File: config.mk
export PLATFORM = sky130hd
export DESIGN_NAME = gpi_cond
export DESIGN_NICKNAME = d
export VERILOG_FILES = /design/src/rtl/gpi_cond_pkg.sv /design/src/rtl/gpi_cond_ch.sv /design/src/rtl/gpi_cond.sv
export SDC_FILE = /design/constraint.sdc
export NUM_CORES = 1
export LEC_CHECK = 0
export ABC_AREA = 1
export CAP_MARGIN = 20
export CORE_ASPECT_RATIO = 1.75
export CORE_MARGIN = 1.5
export CORE_UTILIZATION = 59
export CTS_CLUSTER_SIZE = 8
export DETAILED_ROUTE_END_ITERATION = 8
export PLACE_DENSITY = 0.85
export SYNTH_ARGS = -nofsm -noshare
export SYNTH_HDL_FRONTEND = slang
export SYNTH_HIERARCHICAL = 1
export SYNTH_SLANG_ARGS = --single-unit
File: constraint.sdc
create_clock -name clk_i -period 3.1 [get_ports clk_i]
set_clock_uncertainty 0.05 [all_clocks]
set_input_delay 0.62 -clock clk_i [delete_from_list [all_inputs] [get_ports clk_i]]
set_output_delay 0.62 -clock clk_i [all_outputs]
set_load 0.05 [all_outputs]
File: src/rtl/gpi_cond_pkg.sv
// gpi_cond_pkg
//   Shared definitions for the GPIO input-conditioning stage.
//   - gpi_state_e    : per-channel debounce state (STABLE / PEND)
//   - GLITCHCNTBITSZ : width of the optional bounce-reject counter
//                      (built only when GPI_COND_GLITCHCNT_EN is defined)
package gpi_cond_pkg;

    typedef enum logic {
        STABLE = 1'b0,
        PEND   = 1'b1
    } gpi_state_e;

    localparam int GLITCHCNTBITSZ = 16;

endpackage

File: src/rtl/gpi_cond_ch.sv
// gpi_cond_ch
//   One conditioned input: SYNCSTAGES-deep synchronizer, debounce counter,
//   two-state FSM and registered rise/fall pulses.
//
//   state  | meaning
//   -------+--------------------------------------------------------------
//   STABLE | previous cycle ended with synchronized input equal to o,
//          | or a commit just happened; counter is 0
//   PEND   | synchronized input differs from o; counter counts PEND cycles
//
//   Ports
//     clk_i, rst_i (async, active-low)
//     thresh_i  : debounce threshold in clk_i cycles
//     i         : raw asynchronous pad input
//     o         : debounced level
//     rise_o    : 1-cycle pulse on o 0->1
//     fall_o    : 1-cycle pulse on o 1->0
//     abort_o   : (GPI_COND_GLITCHCNT_EN only) PEND->STABLE without commit
module gpi_cond_ch
    import gpi_cond_pkg::*;
#(
    parameter int   SYNCSTAGES = 2,
    parameter int   THRESBITSZ = 15,
    parameter logic INIT       = 1'b0
) (
    input  logic                  clk_i,
    input  logic                  rst_i,
    input  logic [THRESBITSZ-1:0] thresh_i,
    input  logic                  i,
    output logic                  o,
    output logic                  rise_o,
`ifdef GPI_COND_GLITCHCNT_EN
    output logic                  abort_o,
`endif
    output logic                  fall_o
);

    logic [SYNCSTAGES-1:0] r_sync;
    logic [THRESBITSZ-1:0] r_cnt;
    gpi_state_e            r_state;
    logic                  r_o;
    logic                  r_rise;
    logic                  r_fall;

    gpi_state_e            w_state_nxt;
    logic [THRESBITSZ-1:0] w_cnt_nxt;
    logic                  w_o_nxt;
    logic                  w_rise_nxt;
    logic                  w_fall_nxt;
    logic                  w_s;
    logic                  w_commit;

    assign w_s = r_sync[SYNCSTAGES-1];

    // Counter value is the number of PEND cycles already elapsed, so a
    // threshold of 0 commits on the very first mismatching cycle.
    assign w_commit = (r_cnt >= thresh_i);

    always_ff @(posedge clk_i or negedge rst_i) begin
        if (!rst_i) begin
            r_sync  <= {SYNCSTAGES{INIT}};
            r_cnt   <= '0;
            r_state <= STABLE;
            r_o     <= INIT;
            r_rise  <= 1'b0;
            r_fall  <= 1'b0;
        end else begin
            r_sync  <= {r_sync[SYNCSTAGES-2:0], i};
            r_cnt   <= w_cnt_nxt;
            r_state <= w_state_nxt;
            r_o     <= w_o_nxt;
            r_rise  <= w_rise_nxt;
            r_fall  <= w_fall_nxt;
        end
    end

    always_comb begin
        w_state_nxt = STABLE;
        w_cnt_nxt   = '0;
        w_o_nxt     = r_o;
        w_rise_nxt  = 1'b0;
        w_fall_nxt  = 1'b0;
        case (r_state)
            STABLE, PEND: begin
                // Both states react identically to a mismatch; they differ
                // only in whether a match means "abort" (see abort_o).
                if (w_s != r_o) begin
                    if (w_commit) begin
                        w_o_nxt    = w_s;
                        w_rise_nxt = w_s;
                        w_fall_nxt = ~w_s;
                    end else begin
                        w_state_nxt = PEND;
                        w_cnt_nxt   = (&r_cnt) ? r_cnt : r_cnt + 1'b1;
                    end
                end
            end
            default: begin
                w_state_nxt = STABLE;
            end
        endcase
    end

`ifdef GPI_COND_GLITCHCNT_EN
    assign abort_o = (r_state == PEND) && (w_s == r_o);
`endif

    assign o      = r_o;
    assign rise_o = r_rise;
    assign fall_o = r_fall;

endmodule

File: src/rtl/gpi_cond.sv
// gpi_cond
//   Input-conditioning stage in front of the GPIO input bus. Every bit is
//   synchronized into clk_i and debounced against a shared threshold; a
//   clean level plus registered rise/fall pulses are produced per bit.
//
//   Optional feature macro: GPI_COND_GLITCHCNT_EN
//     adds glitchcnt_o (saturating count of rejected bounces, all bits
//     summed per cycle) and glitchclr_i (synchronous clear, wins over
//     same-cycle increments).
//
//   Ports
//     clk_i, rst_i (async, active-low)
//     thresh_i [THRESBITSZ] : debounce threshold, sampled every cycle
//     i        [IOCOUNT]    : raw pad inputs
//     o        [IOCOUNT]    : debounced levels
//     rise_o   [IOCOUNT]    : 1-cycle 0->1 pulses
//     fall_o   [IOCOUNT]    : 1-cycle 1->0 pulses
module gpi_cond
    import gpi_cond_pkg::*;
#(
    parameter int   IOCOUNT    = 1,
    parameter int   THRESBITSZ = 15,
    parameter int   SYNCSTAGES = 2,
    parameter logic INIT       = 1'b0
) (
    input  logic                      clk_i,
    input  logic                      rst_i,
    input  logic [THRESBITSZ-1:0]     thresh_i,
    input  logic [IOCOUNT-1:0]        i,
`ifdef GPI_COND_GLITCHCNT_EN
    input  logic                      glitchclr_i,
    output logic [GLITCHCNTBITSZ-1:0] glitchcnt_o,
`endif
    output logic [IOCOUNT-1:0]        o,
    output logic [IOCOUNT-1:0]        rise_o,
    output logic [IOCOUNT-1:0]        fall_o
);

`ifdef GPI_COND_GLITCHCNT_EN
    logic [IOCOUNT-1:0] w_abort;
`endif

    for (genvar k = 0; k < IOCOUNT; k++) begin : g_ch
        gpi_cond_ch #(
            .SYNCSTAGES (SYNCSTAGES),
            .THRESBITSZ (THRESBITSZ),
            .INIT       (INIT)
        ) u_ch (
            .clk_i    (clk_i),
            .rst_i    (rst_i),
            .thresh_i (thresh_i),
            .i        (i[k]),
            .o        (o[k]),
            .rise_o   (rise_o[k]),
`ifdef GPI_COND_GLITCHCNT_EN
            .abort_o  (w_abort[k]),
`endif
            .fall_o   (fall_o[k])
        );
    end

`ifdef GPI_COND_GLITCHCNT_EN
    // IOCOUNT is at most 63, so six bits hold the per-cycle abort total.
    localparam int ABORTSUMBITSZ = 6;

    logic [GLITCHCNTBITSZ-1:0] r_glitchcnt;
    logic [ABORTSUMBITSZ-1:0]  w_abort_sum;
    logic [GLITCHCNTBITSZ:0]   w_glitch_sum;

    always_comb begin
        w_abort_sum = '0;
        for (int k = 0; k < IOCOUNT; k++) begin
            w_abort_sum = w_abort_sum + {{(ABORTSUMBITSZ-1){1'b0}}, w_abort[k]};
        end
    end

    // One extra bit catches the carry so saturation needs no compare.
    assign w_glitch_sum = {1'b0, r_glitchcnt}
                        + {{(GLITCHCNTBITSZ+1-ABORTSUMBITSZ){1'b0}}, w_abort_sum};

    always_ff @(posedge clk_i or negedge rst_i) begin
        if (!rst_i) begin
            r_glitchcnt <= '0;
        end else if (glitchclr_i) begin
            r_glitchcnt <= '0;
        end else if (w_glitch_sum[GLITCHCNTBITSZ]) begin
            r_glitchcnt <= '1;
        end else begin
            r_glitchcnt <= w_glitch_sum[GLITCHCNTBITSZ-1:0];
        end
    end

    assign glitchcnt_o = r_glitchcnt;
`endif

endmodule
==> results of run 1 <==
==> placed cells by master (no fill, tap or decap), drive strengths merged <==
cell type / synthesis / final
a21boi: 1 / 1
a21o: 1 / 1
a21oi: 8 / 8
a31o: 1 / 1
clkbuf: 0 / 3
clkdlybuf4s50: 0 / 20
dfrtp: 20 / 20
ha: 16 / 16
inv: 39 / 39
nand2: 52 / 52
nand3: 15 / 15
nand3b: 1 / 1
nand4: 7 / 7
nor2: 35 / 35
nor3: 3 / 3
o21ai: 6 / 6
o21bai: 1 / 1
or2: 1 / 1
xor2: 1 / 1
==> state kept, by name (all words and copies together), names as in the netlist <==
name,cells
g_ch.u_ch/r_cnt,15
g_ch.u_ch/r_sync,2
g_ch.u_ch/fall_o,1
g_ch.u_ch/o,1
g_ch.u_ch/rise_o,1
==> stage by stage <==
step	cell area [µm²]	instances	hold slack, ns
2_1_floorplan	1580	209	0.274
3_3_place_gp	1800	254	0.295
3_5_place_dp	1800	254	0.293
4_1_cts	1840	257	0.308
5_1_grt	1840	257	0.318
6_report	1840	257	0.305
==> power breakdown <==
part	internal, W	switching, W	leakage (nW)	total, W
Clock	0.0000862	0.0000745	0.0216	0.000161
Combinational	0.0000343	0.0000323	0.639	0.0000666
Sequential	0.000265	0.00000529	0.272	0.000271
==> per-layer routing <==
layer / global-route usage / vias to the layer above
li1: - / 707
met1: 0.279 / 620
met2: 0.418 / 27
met3: 0 / 10
met4: 0.122 / 0
met5: 0 / -
==> cells in the mapped netlist <==
cell,count,area [µm²]
ha_1,16,200
nand2_4,2,22.5
nand3_2,2,20.0
nand4_1,6,37.5
nor2_2,12,75.1
o21bai_1,1,7.51
buf_6,1,11.3
nand3_1,12,60.1
nor2_4,5,56.3
a31o_2,1,8.76
a21oi_1,7,35.0
nand3b_1,1,7.51
nor3_1,2,10.0
nor2_1,18,67.6
o21ai_1,3,15.0
or2_2,1,6.26
nand2_1,48,180
a21o_1,1,7.51
nand2_2,2,12.5
dfrtp_1,20,500
nor3_2,1,10.0
inv_1,38,143
nand4_4,1,21.3
o21ai_2,1,8.76
inv_2,1,3.75
nand3_4,1,17.5
xor2_1,1,8.76
a21oi_2,1,8.76
a21boi_1,1,7.51
o21ai_0,2,10.0
==> cells by family (layout without fill, tap and decap cells) <==
family | Yosys count | count (layout) | share of synthesized area
compound gates | 18 | 18 | 0.0689
xor+xnor | 1 | 1 | 0.00554
fa+ha+maj | 16 | 16 | 0.127
buf+inv | 40 | 62 | 0.0998
flops | 20 | 20 | 0.317
simple gates | 114 | 114 | 0.382
==> layout make-up <==
cell class / count / area [µm²] / share of cell area
Clock buffer: 3 / 41.3 / 0.0224
Inverter: 39 / 146 / 0.0794
Multi-Input combinational cell: 149 / 922 / 0.500
Sequential cell: 20 / 500 / 0.272
Tap cell: 26 / 32.5 / 0.0177
Timing Repair Buffer: 20 / 200 / 0.109
==> final timing paths <==
kind	cells after the start	to	slack (ns)
worst min-delay path	0	g_ch[0].u_ch/r_sync[1]	0.31
worst max register to register	8	g_ch[0].u_ch/r_cnt[11]	1.22
worst max-delay path	10	g_ch[0].u_ch/r_cnt[11]	0.85
min in group asynchronous	1	g_ch[0].u_ch/r_cnt[0]	0.82
max in group asynchronous	1	g_ch[0].u_ch/r_cnt[14]	1.64
worst min register to register	0	g_ch[0].u_ch/r_sync[1]	0.31
==> qor.txt, run 1 <==
Clk slew on worst S/H paths = 0.07 ns
Area Growth Syn to Fin = 16.6%
Finished Core Util = 0.731
Top layer in use = met4
Post-route ant nets = 0
Worst slew margin = 0.408
Fill cell count = 201
First-pass GRT wire length = 5.42 mm
Final setup violation count = 0
Top Ports = 21
Max incr delay on CP = 0.45 ns
Crit path buffers/inverters = 3
Mean area per synthesized cell = 7.56 µm²
Achievable frequency = 445 MHz
Gr usage total = 0.232
Fin Setup TNS = 0 ns
TritonCTS clock tree = done
DR DRC count = 0
Cell count after synthesis = 209
Share of post-route cells with drive strength above 1 = 0.147
Final min period = 2.25 ns
Buffers on Ports = 20
Starting Density = 0.626
CP delay by family, top = simple AND/OR/NAND/NOR gates
Slowest-stage cell, CP = clkdlybuf4s50_1
Crit path DAT = 2.38 ns
Routability Congestion = 0.877
Routed via count = 1,364
Vias in the first global route = 1,295
Post-synth net total = 243
Pwr Total = 0.000498 W
Status = finished, final reports clean
Cell variety after synth = 30
Core area = 2520 µm²
PD cells = 270 nW/µm²
Crit path required time = 3.23 ns
Die W = 42.1 µm
Cts repair resizes = 0
Pleak = 0.933 nW
Max capacitance violation total = 0
Netlist Area Pre-Place = 1580 µm²
Hold wc startpoint = g_ch[0].u_ch/r_sync[0]
Longest Clk Path Bufs = 2
Final #Nets = 267
Max VDD drop = 0.000322 V
Initial DRT Pass Iterations = 4
Hold Buf Count CTS = 0
Routed WL = 3.11 mm
Die footprint = 3010 µm²
Yosys reg bits = 20
Worst skew pair latency = 0.25 ns
Hold Path Class = reg -> reg
CP Class = in -> reg
WL met2 = 1.59 mm
Critical Path Source Type = primary input
Num CTS Buffers = 3
Worst slew pin tran = 0.885 ns
Wl on met1 = 1.34 mm
DR WL met3 = 69 µm
Row count = 24
Global route overflow = 0
CTS HTree Levels = 1
CP endpoint kind = register
Post-CTS setup buffers = 0
Part of the cycle the worst path needs = 0.725
Antenna violations before repair = 0
Antenna diodes = 0
DRT iter0 DRCs = 21
Setup crit start = thresh_i[14]
Post-synthesis sequential area ratio = 0.317
Via/cell ratio = 5.31
RSZ-0062 raised after global routing = no
Die height = 71.5 µm
Clock net sink count = 20
YS warnings = 6
Largest net degree at the start of global routing = 21
DR WL/cell = 12.1 µm
Worst r2r src = g_ch[0].u_ch/r_cnt[14]
Worst path most repeated cell = inv_1
Post-DP HPWL = 2.53 mm
Slew Limit Fails = 0
CP cell instances = clkdlybuf4s50_1 -> inv_1 -> ha_1 -> nand2_1 -> inv_1 -> a21oi_2 -> o21ai_2 -> nor2_4 -> nand3_4 -> nor2_1
Pre-CTS WS = 0.582 ns
CTS Root Cell = clkbuf_8
Final Hold Viols = 0
Peak fanout along the critical path = 14
Final WS setup = 0.854 ns
Note: power is estimated with default switching activity, not from simulation.
==> run 2: changes to the inputs <==
--- a/config.mk
+++ b/config.mk
@@ -9,10 +9,10 @@
 export CAP_MARGIN = 20
 export CORE_ASPECT_RATIO = 1.75
 export CORE_MARGIN = 1.5
-export CORE_UTILIZATION = 59
+export CORE_UTILIZATION = 49
 export CTS_CLUSTER_SIZE = 8
 export DETAILED_ROUTE_END_ITERATION = 8
-export PLACE_DENSITY = 0.85
+export PLACE_DENSITY = 0.75
 export SYNTH_ARGS = -nofsm -noshare
 export SYNTH_HDL_FRONTEND = slang
 export SYNTH_HIERARCHICAL = 1
==> constraint.sdc (replaced) <==
create_clock -name clk_i -period 2 [get_ports clk_i]
set_clock_uncertainty 0.05 [all_clocks]
set_input_delay 0.4 -clock clk_i [delete_from_list [all_inputs] [get_ports clk_i]]
set_output_delay 0.4 -clock clk_i [all_outputs]
set_load 0.05 [all_outputs]
==> qor.txt, run 2 (synthesis gave the netlist of run 1 again) <==
Top Ports = 21
GRT met1 Usage = 0.231
Pwr Total = 0.000930 W
CP Class = in -> reg
Part of the cycle the worst path needs = 0.968
Initial DRT Pass Iterations = 4
Post-route ant nets = 0
Slowest-stage cell, CP = clkdlybuf4s50_1
TritonCTS clock tree = done
R2R Setup Slk = 0.18 ns
Status = finished, final reports clean
Met2 Usage GRT = 0.382
Largest registers = g_ch.u_ch/r_cnt x15, g_ch.u_ch/r_sync x2
Slew Limit Fails = 0
Post-DP HPWL = 2.71 mm
Num CTS Buffers = 3
Dpl cell area = 1850 µm²
Max capacitance violation total = 0
Clock Power Share = 0.426
Met3 Track Usage GR = 0.00460
Hold Buf Count CTS = 0
Final min period = 1.94 ns
DR DRC count = 0
Final #Nets = 271
Die height = 78.1 µm
Largest net degree at the start of global routing = 21
Max incr delay on CP = 0.46 ns
Hold Path Sink = g_ch[0].u_ch/r_sync[1]
Worst r2r dst = g_ch[0].u_ch/r_cnt[14]
Clock net sink count = 20
Fin area = 2010 µm²
Starting Density = 0.508
Routed WL = 3.43 mm
PD cells = 463 nW/µm²
Final setup violation count = 0
Comb pwr share = 0.123
CTS HTree Levels = 1
Die W = 45.9 µm
Sequential share of power = 0.451
Vias in the first global route = 1,387
DR WL/cell = 12.3 µm
Worst skew pair latency = 0.26 ns
Global route overflow = 0
Crit path required time = 2.14 ns
Finished Core Util = 0.646
Achievable frequency = 517 MHz
Routed via count = 1,372
Most flops, register = g_ch.u_ch/r_cnt
Longest Clk Path Bufs = 2
Most frequent cells in the layout = nand2_1, inv_1, dfrtp_1, clkdlybuf4s50_1, nor2_1
Hold wc startpoint = g_ch[0].u_ch/r_sync[0]
Hold path depth = 0
Pleak = 0.984 nW
Commonest non-fill, non-tap cell in the layout = nand2_1
First-pass GRT wire length = 5.64 mm
R2R depth = 8
Sw Share = 0.207
Pre-CTS WS = -0.239 ns
Core area = 3110 µm²
Worst path most repeated cell = nand2_1
DRT iter0 DRCs = 14
Final WS setup = 0.0644 ns
Antenna diodes = 0
Gr usage total = 0.211
Share of post-route cells with drive strength above 1 = 0.212
Antenna violations before repair = 0
Fin Setup TNS = 0 ns
Area Growth Syn to Fin = 27.1%
Top Usage Layer GRT = met2
RSZ-0062 raised after global routing = yes
Clk slew on worst S/H paths = 0.07 ns
Worst slew margin = 0.662
Critical Path Source Type = primary input
Routability Congestion = 0.823
Max VDD drop = 0.000515 V
CP endpoint kind = register
Row count = 27
CTS Root Cell = clkbuf_8
CP cell instances = clkdlybuf4s50_1 -> inv_1 -> ha_4 -> nand2_1 -> nand2_1 -> a21oi_2 -> o21ai_2 -> nor2_4 -> nand3_4 -> nor2_2
Hold Path Class = reg -> reg
Peak fanout along the critical path = 7
Sw Pwr = 0.000193 W
Die footprint = 3590 µm²
Max reg flops = 15
Final Hold Viols = 0
Via/cell ratio = 4.92
Crit path DAT = 2.08 ns
Buffers on Ports = 20
Worst slew pin tran = 0.505 ns
Internal = 0.000737 W
Worst r2r src = g_ch[0].u_ch/r_cnt[14]
==> run 2: power groups by stage <==
stage                     Combinational, W  Sequential, W  Clock, W
final                             0.000115       0.000420  0.000396
after detailed placement          0.000106       0.000427         0
after global placement            0.000103       0.000427         0
after global routing              0.000131       0.000420  0.000421
after floorplan                  0.0000540       0.000425         0
after CTS                         0.000106       0.000419  0.000405
==> run 2: critical path, delay by kind of cell <==
| kind | cells | cell delay [ns] |
|---|---|---|
| AOI/OAI and AO/OA | 2 | 0.19 |
| adders and majority gates | 1 | 0.24 |
| buffers and inverters | 2 | 0.52 |
| and+or+nand+nor | 5 | 0.72 |
==> run 2: layer usage <==
| layer | wire length, µm | vias up |
|---|---|---|
| li1 | - | 715 |
| met1 | 1380 | 628 |
| met4 | 114 | 0 |
| met2 | 1870 | 20 |
| met5 | 0 | - |
| met3 | 52 | 9 |
==> run 2: area by class of cell <==
cell class | count | area (µm²)
clock buffers | 3 | 41.3
inverters | 39 | 146
flip-flops and latches | 20 | 500
multi-input cells | 150 | 1010
repair buffers | 23 | 223
well taps | 43 | 53.8
fillers | 281 | 1100
clock inverters | 1 | 30.0
==> run 2: metrics by stage <==
step                cells  hold slack, ns
global route          279           0.316
floorplan             209          0.0544
finish                279           0.317
detailed placement    274           0.288
global placement      274           0.302
CTS                   278           0.315
==> run 2: how the worst max path moves through the flow <==
| stage | startpoint | end | slack, ns |
|---|---|---|---|
| finish | thresh_i[14] | g_ch[0].u_ch/r_cnt[14] | 0.06 |
| global placement | thresh_i[14] | g_ch[0].u_ch/r_cnt[13] | -0.19 |
| floorplan | g_ch[0].u_ch/r_cnt[14] | g_ch[0].u_ch/r_cnt[3] | 0.31 |
| global route | thresh_i[13] | g_ch[0].u_ch/fall_o | -0.006 |
| detailed placement | thresh_i[14] | g_ch[0].u_ch/r_cnt[11] | -0.24 |
| CTS | thresh_i[14] | g_ch[0].u_ch/r_cnt[11] | 0.03 |
==> run 2: timing repair <==
action,CTS,global route
buffers inserted,0,0
endpoints found under the setup margin,0,18
gates resized for setup,0,13
==> run 3: changes to the inputs <==
--- a/config.mk
+++ b/config.mk
@@ -6,9 +6,7 @@
 export NUM_CORES = 1
 export LEC_CHECK = 0
 export ABC_AREA = 1
-export CAP_MARGIN = 20
 export CORE_ASPECT_RATIO = 1.75
-export CORE_MARGIN = 1.5
 export CORE_UTILIZATION = 49
 export CTS_CLUSTER_SIZE = 8
 export DETAILED_ROUTE_END_ITERATION = 8
==> qor.txt, run 3 (synthesis gave the netlist of run 1 again) <==
Slew Limit Fails = 0
Global route overflow = 0
Top layer in use = met4
Largest net degree at the start of global routing = 21
Routed via count = 1,368
Longest Clk Path Bufs = 2
Most frequent cells in the layout = nand2_1, inv_1, dfrtp_1, clkdlybuf4s50_1, nor2_2
Die W = 44.9 µm
Starting Density = 0.528
Max capacitance violation total = 0
Worst slew margin = 0.664
Fin Setup TNS = 0 ns
DR DRC count = 0
CP delay by family, top = simple AND/OR/NAND/NOR gates
Slowest-stage cell, CP = clkdlybuf4s50_1
Worst path most repeated cell = inv_1
Clock net sink count = 20
Gr usage total = 0.206
Fill cell count = 270
Final #Nets = 272
Initial DRT Pass Iterations = 4
Share of post-route cells with drive strength above 1 = 0.232
PD cells = 415 nW/µm²
Non-filler cells, final = 279
CP cell instances = clkdlybuf4s50_1 -> inv_1 -> ha_1 -> nand2_2 -> inv_1 -> a21oi_2 -> o21ai_2 -> nor2_4 -> nand3_4 -> nor2_2
CP Class = in -> reg
Max incr delay on CP = 0.45 ns
Die height = 77.1 µm
Post-route ant nets = 0
Via/cell ratio = 4.90
Status = finished, final reports clean
Wl on met1 = 1.36 mm
Largest registers = g_ch.u_ch/r_cnt x15, g_ch.u_ch/r_sync x2
Buffers on Ports = 20
WL met2 = 1.78 mm
Antenna diodes = 0
Levels on crit path = 10
Crit path buffers/inverters = 3
First-pass GRT wire length = 5.37 mm
CTS Root Cell = clkbuf_8
Top Ports = 21
Die footprint = 3470 µm²
Hold Buf Count CTS = 0
Peak fanout along the critical path = 7
Pleak = 0.977 nW
TritonCTS clock tree = done
Routability Congestion = 0.797
Post-DP HPWL = 2.57 mm
Final min period = 1.91 ns
Max reg flops = 15
R2R depth = 7
Achievable frequency = 525 MHz
Antenna violations before repair = 0
Final setup violation count = 0
RSZ-0062 raised after global routing = no
DR WL/cell = 11.7 µm
Crit path required time = 2.13 ns
Area Growth Syn to Fin = 26.8%
Placed cells = 274
Routed WL = 3.26 mm
CTS HTree Levels = 1
Most flops, register = g_ch.u_ch/r_cnt
Worst slew pin tran = 0.502 ns
Commonest non-fill, non-tap cell in the layout = nand2_1
Core area = 2990 µm²
DRT iter0 DRCs = 22
Worst skew pair latency = 0.25 ns
Crit path DAT = 2.04 ns
Row count = 26
Final Hold Viols = 0
CP endpoint kind = register
DR WL met3 = 62 µm
Hold Path Class = reg -> reg
Max VDD drop = 0.000432 V
Hold path depth = 0
Part of the cycle the worst path needs = 0.953
Vias in the first global route = 1,286
Num CTS Buffers = 3
Critical Path Source Type = primary input
Clk slew on worst S/H paths = 0.06 ns
run 3: changes by cell type in the layout (fill, tap and decap cells not counted), sizes merged:
cell / delta
buf: +1
bufinv: -1
clkbuf: +1
run 3: report_power, final:
part           switching (W)  internal, W  total (W)
registers         0.00000888     0.000411   0.000420
logic              0.0000549    0.0000585   0.000113
clock network       0.000122     0.000175   0.000297
run 3: timing repair:
| item | in CTS | in global routing |
|---|---|---|
| endpoints found under the hold margin | 0 | 0 |
| endpoints found under the setup margin | 0 | 18 |
| gates resized for setup | 0 | 18 |
| buffers inserted | 0 | 0 |
run 3: layout make-up:
type	instances	area, µm²	area share
Multi-Input combinational cell	150	1020	0.508
Sequential cell	20	500	0.250
Timing Repair Buffer	24	230	0.115
Inverter	39	146	0.0731
Clock buffer	4	55.1	0.0275
Tap cell	42	52.6	0.0262
run 3: path summary, 6_finish.rpt:
check                                       start                endpoint  slack, ns
hold reg to reg            g_ch[0].u_ch/r_sync[0]  g_ch[0].u_ch/r_sync[1]       0.31
setup reg to reg            g_ch[0].u_ch/r_cnt[1]   g_ch[0].u_ch/r_cnt[6]       0.19
min in group asynchronous                   rst_i     g_ch[0].u_ch/fall_o       0.43
hold / removal             g_ch[0].u_ch/r_sync[0]  g_ch[0].u_ch/r_sync[1]       0.31
max in group asynchronous                   rst_i   g_ch[0].u_ch/r_cnt[8]       1.26
setup / recovery                     thresh_i[13]  g_ch[0].u_ch/r_cnt[10]       0.09
run 3: worst reg2reg max path: cells and delay by family (launching register included):
family	cells	cell delay, ns
adder cells (fa/ha/maj)	1	0.30
AND/OR/NAND/NOR	5	0.79
flip-flops	1	0.44
AO/OA/AOI/OAI	1	0.17
run 3: per-layer routing:
metal,global-route usage,up-vias
li1,-,718
met5,0,-
met3,0.00941,4
met2,0.352,22
met1,0.257,624
met4,0.0879,0
run 3: metrics by stage:
stage                      util  instance area, µm²  hold slack [ns]  power [W]  setup WS (ns)
after floorplan               -                1580           0.0544   0.000479          0.312
after global placement    0.619                1850            0.294   0.000531         -0.190
after detailed placement  0.619                1850            0.288   0.000532         -0.257
after CTS                 0.637                1910            0.314   0.000831         0.0118
after global routing      0.669                2000            0.327   0.000878        0.00290
final                     0.669                2000            0.312   0.000831         0.0945
